File: src/rtl/hamming_encoder_stream.sv
// Hamming(7,4) encoder feeding a small output FIFO, with one-shot single-bit error injection.
// One cycle accept-to-present latency; in_ready is registered not-full, so a full buffer stalls input even while popping.
module hamming_encoder_stream #(
  parameter int FIFO_DEPTH = 2,
  parameter int CNT_W      = 16
) (
  input  logic             clk,
  input  logic             rst,
  input  logic [3:0]       in_data,
  input  logic             in_valid,
  output logic             in_ready,
  output logic [6:0]       out_code,
  output logic             out_valid,
  input  logic             out_ready,
  input  logic             inj_req,
  input  logic [2:0]       inj_pos,
  output logic             inj_pending,
  output logic [CNT_W-1:0] code_cnt
);

  localparam int AW = (FIFO_DEPTH > 1) ? $clog2(FIFO_DEPTH) : 1;
  localparam logic [AW:0] DEPTH_C = FIFO_DEPTH[AW:0];

  logic [6:0]       mem [FIFO_DEPTH];
  logic [AW-1:0]    wr_ptr;
  logic [AW-1:0]    rd_ptr;
  logic [AW:0]      count;
  logic [2:0]       pos_q;
  logic             pend_q;
  logic [CNT_W-1:0] cnt_q;

  logic             push;
  logic             pop;
  logic [6:0]       enc;
  logic [6:0]       flip_mask;
  logic [2:0]       eff_pos;

  assign in_ready    = (count != DEPTH_C);
  assign out_valid   = (count != '0);
  assign push        = in_valid && in_ready;
  assign pop         = out_valid && out_ready;
  assign out_code    = out_valid ? mem[rd_ptr] : 7'd0;
  assign inj_pending = pend_q;
  assign code_cnt    = cnt_q;

  assign enc = {in_data[3], in_data[2], in_data[1],
                in_data[1] ^ in_data[2] ^ in_data[3],
                in_data[0],
                in_data[0] ^ in_data[2] ^ in_data[3],
                in_data[0] ^ in_data[1] ^ in_data[3]};

  // A request arriving with the transfer wins over any previously armed position.
  always_comb begin
    eff_pos   = 3'd0;
    flip_mask = 7'd0;
    if (inj_req)
      eff_pos = inj_pos;
    else if (pend_q)
      eff_pos = pos_q;
    for (int i = 0; i < 7; i++)
      flip_mask[i] = (eff_pos == 3'(i + 1));
  end

  always_ff @(posedge clk) begin
    if (rst) begin
      wr_ptr <= '0;
      rd_ptr <= '0;
      count  <= '0;
      pos_q  <= 3'd0;
      pend_q <= 1'b0;
      cnt_q  <= '0;
      for (int i = 0; i < FIFO_DEPTH; i++)
        mem[i] <= 7'd0;
    end else begin
      if (push) begin
        mem[wr_ptr] <= enc ^ flip_mask;
        wr_ptr      <= wr_ptr + 1'b1;
      end
      if (pop) begin
        rd_ptr <= rd_ptr + 1'b1;
        cnt_q  <= cnt_q + 1'b1;
      end
      if (push && !pop)
        count <= count + 1'b1;
      else if (!push && pop)
        count <= count - 1'b1;

      if (push) begin
        pend_q <= 1'b0;
      end else if (inj_req) begin
        pend_q <= (inj_pos != 3'd0);
        pos_q  <= inj_pos;
      end
    end
  end

endmodule

File: config.mk
export PLATFORM = sky130hd
export DESIGN_NAME = hamming_encoder_stream
export DESIGN_NICKNAME = d
export VERILOG_FILES = /design/src/rtl/hamming_encoder_stream.sv
export SDC_FILE = /design/constraint.sdc
export NUM_CORES = 1
export LEC_CHECK = 0
export CAP_MARGIN = 5
export CELL_PAD_IN_SITES_DETAIL_PLACEMENT = 0
export CELL_PAD_IN_SITES_GLOBAL_PLACEMENT = 1
export CORE_MARGIN = 5
export CORE_UTILIZATION = 42
export DETAILED_ROUTE_END_ITERATION = 10
export GPL_ROUTABILITY_DRIVEN = 1
export PLACE_DENSITY_LB_ADDON = 0.1
export SETUP_SLACK_MARGIN = 0.3
export SKIP_LAST_GASP = 1
export SLEW_MARGIN = 20
export SYNTH_ARGS = -nofsm -noshare
export SYNTH_HDL_FRONTEND = slang
export SYNTH_SLANG_ARGS = --single-unit
File: constraint.sdc
create_clock -name clk -period 5.35 [get_ports clk]
set_input_delay 0.8025 -clock clk [delete_from_list [all_inputs] [get_ports clk]]
set_output_delay 0.8025 -clock clk [all_outputs]
set_load 0.01 [all_outputs]
After elaboration in Yosys (flattened, before gate mapping)
Memory sizes are Yosys's and may differ from the RTL's. A register that Yosys moved wholly into a read port is not among the register bits.
Index checks and enable logic that the tools add are counted.

cells by class
  muxes and demuxes = 15
  magnitude comparators = 0
  multipliers = 0
  bitwise gates (word level) = 8
  add/subtract/negate cells = 5
  divide/modulo/power cells = 0
  shift operators = 0
  equal/unequal tests = 8
  reduce and logical (&&, ||, !) cells = 12

operators by type and width
  operator                 count
  $add A16 B1 Y16 const B  1
  $mux W7                  2
  $eq A3 B3 Y1 const B     4
  $mux W1                  9
  $reduce_or A7 Y1         1
  $xor A7 B7 Y7            1
  $eq A3 B2 Y1 const B     2
  $mux W3                  2
  $xor A1 B1 Y1            6
  $logic_and A1 B1 Y1      4
  $mux W2                  2
  $reduce_bool A2 Y1       2
  $eq A3 B1 Y1 const B     1
  $reduce_bool A3 Y1       1
  $add A1 B1 Y1 const B    2
  $add A2 B1 Y2 const B    1
  $logic_not A1 Y1         2
  $ne A2 B2 Y1 const B     1
  $reduce_and A2 Y1        1
  $reduce_or A2 Y1         1
  $sub A2 B1 Y2 const B    1
  $not A1 Y1               1

storage, ports and cells
  RAM bits = 14
  bits in registers = 24
  memory bits (read-only) = 0
  memories = 1
  input bits = 12
  bits in latches = 0

memory list
  memory  depth  width  rd ports  clocked after Yosys merged registers in  wr ports  RTL line  RTL
  mem     2      7      1         1                                        2         24        logic [6:0] mem [FIFO_DEPTH];

Depth between registers and ports, before layout
  depth in word-level cells = 7
  gate-level depth with buffers = 8
  depth with buffers taken out = 6

Worst setup path before layout
Ideal clock, no wire load.

  kind = input to register
  from = input in_valid
  to = memory mem[0][0], enable pin
  arrival = 1.715 ns
  setup time = 0.328 ns
  path slack = 3.307 ns
  stages = 5
  required time = 5.022 ns
  cells stage by stage = and2_1 -> buf_2 -> or3b_1 -> buf_2 -> nand2b_1

RTL lines
  item                RTL line  RTL
  start: declaration  10        input logic in_valid,
  end: declaration    24

Final worst setup path
  from = register count[0]
  to = output out_code[5]

between the ends
  longest elaborated chain between the ends = 2

RTL lines
  item                      RTL line  RTL
  start: declaration        27        logic [AW:0] count;
  start signal: assignment  84        count <= count + 1'b1;
  start signal: assignment  86        count <= count - 1'b1;
  $reduce_bool A2 Y1        39        assign out_valid = (count != '0);
  $mux W7                   42        assign out_code = out_valid ? mem[rd_ptr] : 7'd0;
  end: declaration          12        output logic [6:0] out_code,

Every way passes these cells.

==> impl_results.md <==
* Cts hold-fix bufs at 0
* Leakage power total at 0.858 nW
* Share of layout cells above drive strength 1 at 0.0377
* Port bufs at 37
* R2r setup slk at 3.31 ns
* Post-synthesis sequential area ratio at 0.466
* Mean Syn Cell Area at 9.68 um2
* Worst-path cell chain: nor2_1 > nor2_1 > clkdlybuf4s50_1
* # diodes at 0
* Via count at 1561
* Initial antenna violation count at 0
* RSZ-0062 raised after global routing: no
* RePlAce Congestion at 0.725
* Area growth syn-to-layout at 24.4%
* Std cell rows at 25
* Tmin final at roughly 2.5 ns
* Min-Delay Path Depth at 2
* # Post-CTS Setup Buffers at 0
* Top-count cell post-synth: nor2_1
* First-pass GRT wire length at 7.07 mm
* R2r startpoint: count[0]
* Final net count at 252
* CP arrival at 1.73 ns
* TritonCTS Buffers at 5
* Fin cells at 293
* Avg WL per Cell at between 10 and 15 um
* Setup_tns at 0 ns
* Ys Warns at 0
* GRT Overall Usage at 0.144
* Full die area at 0.00618 mm2
* Tot Pwr at 806 uW
* Worst hold start: code_cnt[15]
* Fmax at between 300 and 400 MHz
* Post_cts resized at 0
* Post-synth top area share at 0.253
* Outcome: finished, final reports clean
* Worst setup EP type: output port
* Worst VDD drop at between 0.15 and 0.2 mV
* CP dominant cell by count: nor2_1
* Total wire length at around 4.1 mm
* Worst reg2reg path endpoint: mem[0][6]
* Final hold violation count at 0
* Setup CP Type: register to output port
* Final Cell Area at around 0.0025 mm2
* Power Density at 328 mW/mm2
* I/O Pins at 38
* Dpl cells at 285
* CTS H-tree depth at 2
* Vias in the first global route at 1535
* HPWL Detailed at 3.10 mm
* Distinct cells, synth at 38
* Startpoint types: register
* WHS Endpoint: code_cnt[15]
* Remaining DRCs at 0
* Period utilisation layout at 0.474
* Gate Count Post-Synth at 204
* 1st-iter DRT viols at 80
* Antenna viol nets, final at 0
* Hold Path Class: register to register
* Max Root-Sink Buffers at 2
* Syn Nets at 218
* Final core utilization at 0.531
* Worst-margin pin slew at 0.580 ns
* Final Setup Violations at 0
* Setup WS pre-CTS at 2.17 ns
* Final WS setup at around 2.8 ns
* Starting density of the core at 0.427
* Synth Register Bits at 39
* Clk sink count at 39
* CTS tree: built
* Die Height at between 70 and 80 um
* Crit Path Max Fanout at 8
* Mapped cell area at 0.00198 mm2
* Max_slew headroom at 0.612
* FILL cells at 429
* Vias per cell at about 5.3
* Clock Skew at between 0.005 and 0.006 ns
* R2R depth at 4
* Async S/R FF share, synth at 0
* Commonest cells in the netlist: nor2_1, dfxtp_1, xnor2_1
* Reg clk slew, reported paths at about 0.08 ns
* GR Overflow Total at 0
* Chip width at 78.6 um
* Core region area at 0.00463 mm2
* Yosys top cell by area: dfxtp_1
* Root Buffer Master: clkbuf_8
* Worst path max stage delay at 0.50 ns
* Top FF cell, synth: dfxtp_1
* Largest cells by area after synthesis: dfxtp_1, edfxtp_1, nor2_1, xnor2_1, mux2i_1
* Placed inst area at 0.00237 mm2
* Clock latency on the worst-skew pair at 0.29 ns
* Pin count of the biggest net entering global routing at 31
* Worst path required time at 4.55 ns
* Number of synthesized flops with an enable pin at 14
* Max Slew Vio Count at 0
* Hold WS at 0.483 ns
* Slowest cell on crit path: clkdlybuf4s50_1
* Pre-antenna DRT Iters at 5
* Maximum capacitance violations at 0
## worst max path at each step
stage / from / end / slack [ns] / depth (start not counted)
6_report: count[0] / out_code[5] / 2.81 / 3
5_1_grt: count[0] / out_code[4] / 2.64 / 3
4_1_cts: rst / mem[0][3] / 2.49 / 3
3_5_place_dp: rst / mem[0][3] / 2.17 / 3
3_3_place_gp: rst / mem[0][5] / 2.31 / 3
2_1_floorplan: in_valid / mem[0][0] / 3.31 / 5
## where the power goes
| part | total [mW] | leakage, nW | internal [mW] | switching (mW) |
|---|---|---|---|---|
| clock | 0.201 | 0.0449 | 0.103 | 0.0984 |
| sequential | 0.381 | 0.350 | 0.344 | 0.0372 |
| combinational | 0.224 | 0.464 | 0.115 | 0.109 |
## critical path, delay by kind of cell (launching register included)
kind	cells	cell delay (ns)
flip-flops	1	0.39
AND/OR/NAND/NOR	2	0.56
buffers and inverters	1	0.50
## placed cells by master (no fill, tap or decap), types with 4 or more instances in the layout
cell type / instances
nor2_1: 45
mux2i_1: 11
edfxtp_1: 14
clkdlybuf4s50_1: 36
xor2_1: 12
a21oi_1: 4
dfxtp_1: 25
nand2_1: 9
xnor2_1: 15
clkbuf_8: 6
nand3b_1: 7
nand4_1: 5
## cells by family after synthesis
| family | Yosys count | synth area share |
|---|---|---|
| buf+inv | 13 | 0.0279 |
| flops | 39 | 0.466 |
| xor+xnor | 27 | 0.120 |
| mux | 11 | 0.0557 |
| simple gates | 90 | 0.234 |
| fa+ha+maj | 2 | 0.0127 |
| compound gates | 22 | 0.0836 |
## final cells by class
cell class | instances | area [um2] | area share
Multi-Input combinational cell | 152 | 1000 | 0.407
Sequential cell | 39 | 921 | 0.375
Timing Repair Buffer | 37 | 365 | 0.149
Clock buffer | 6 | 82.6 | 0.0336
Tap cell | 54 | 67.6 | 0.0275
Clock inverter | 2 | 11.3 | 0.00458
Inverter | 3 | 11.3 | 0.00458
## per-layer routing
metal  share of wire  track usage  vias up
li1                -            -      789
met2            0.45        0.224       32
met1            0.50        0.192      738
met3           0.045       0.0528        2
met4          0.0036       0.0315        0
met5               0            0        -
## flip-flops by register name (all words and copies together), names as in the netlist, named ones only
register     cells
code_cnt        16
mem             14
pos_q            3
count            2
inj_pending      1
rd_ptr           1
wr_ptr           1
No activity file was read; power rests on OpenSTA's default activity.
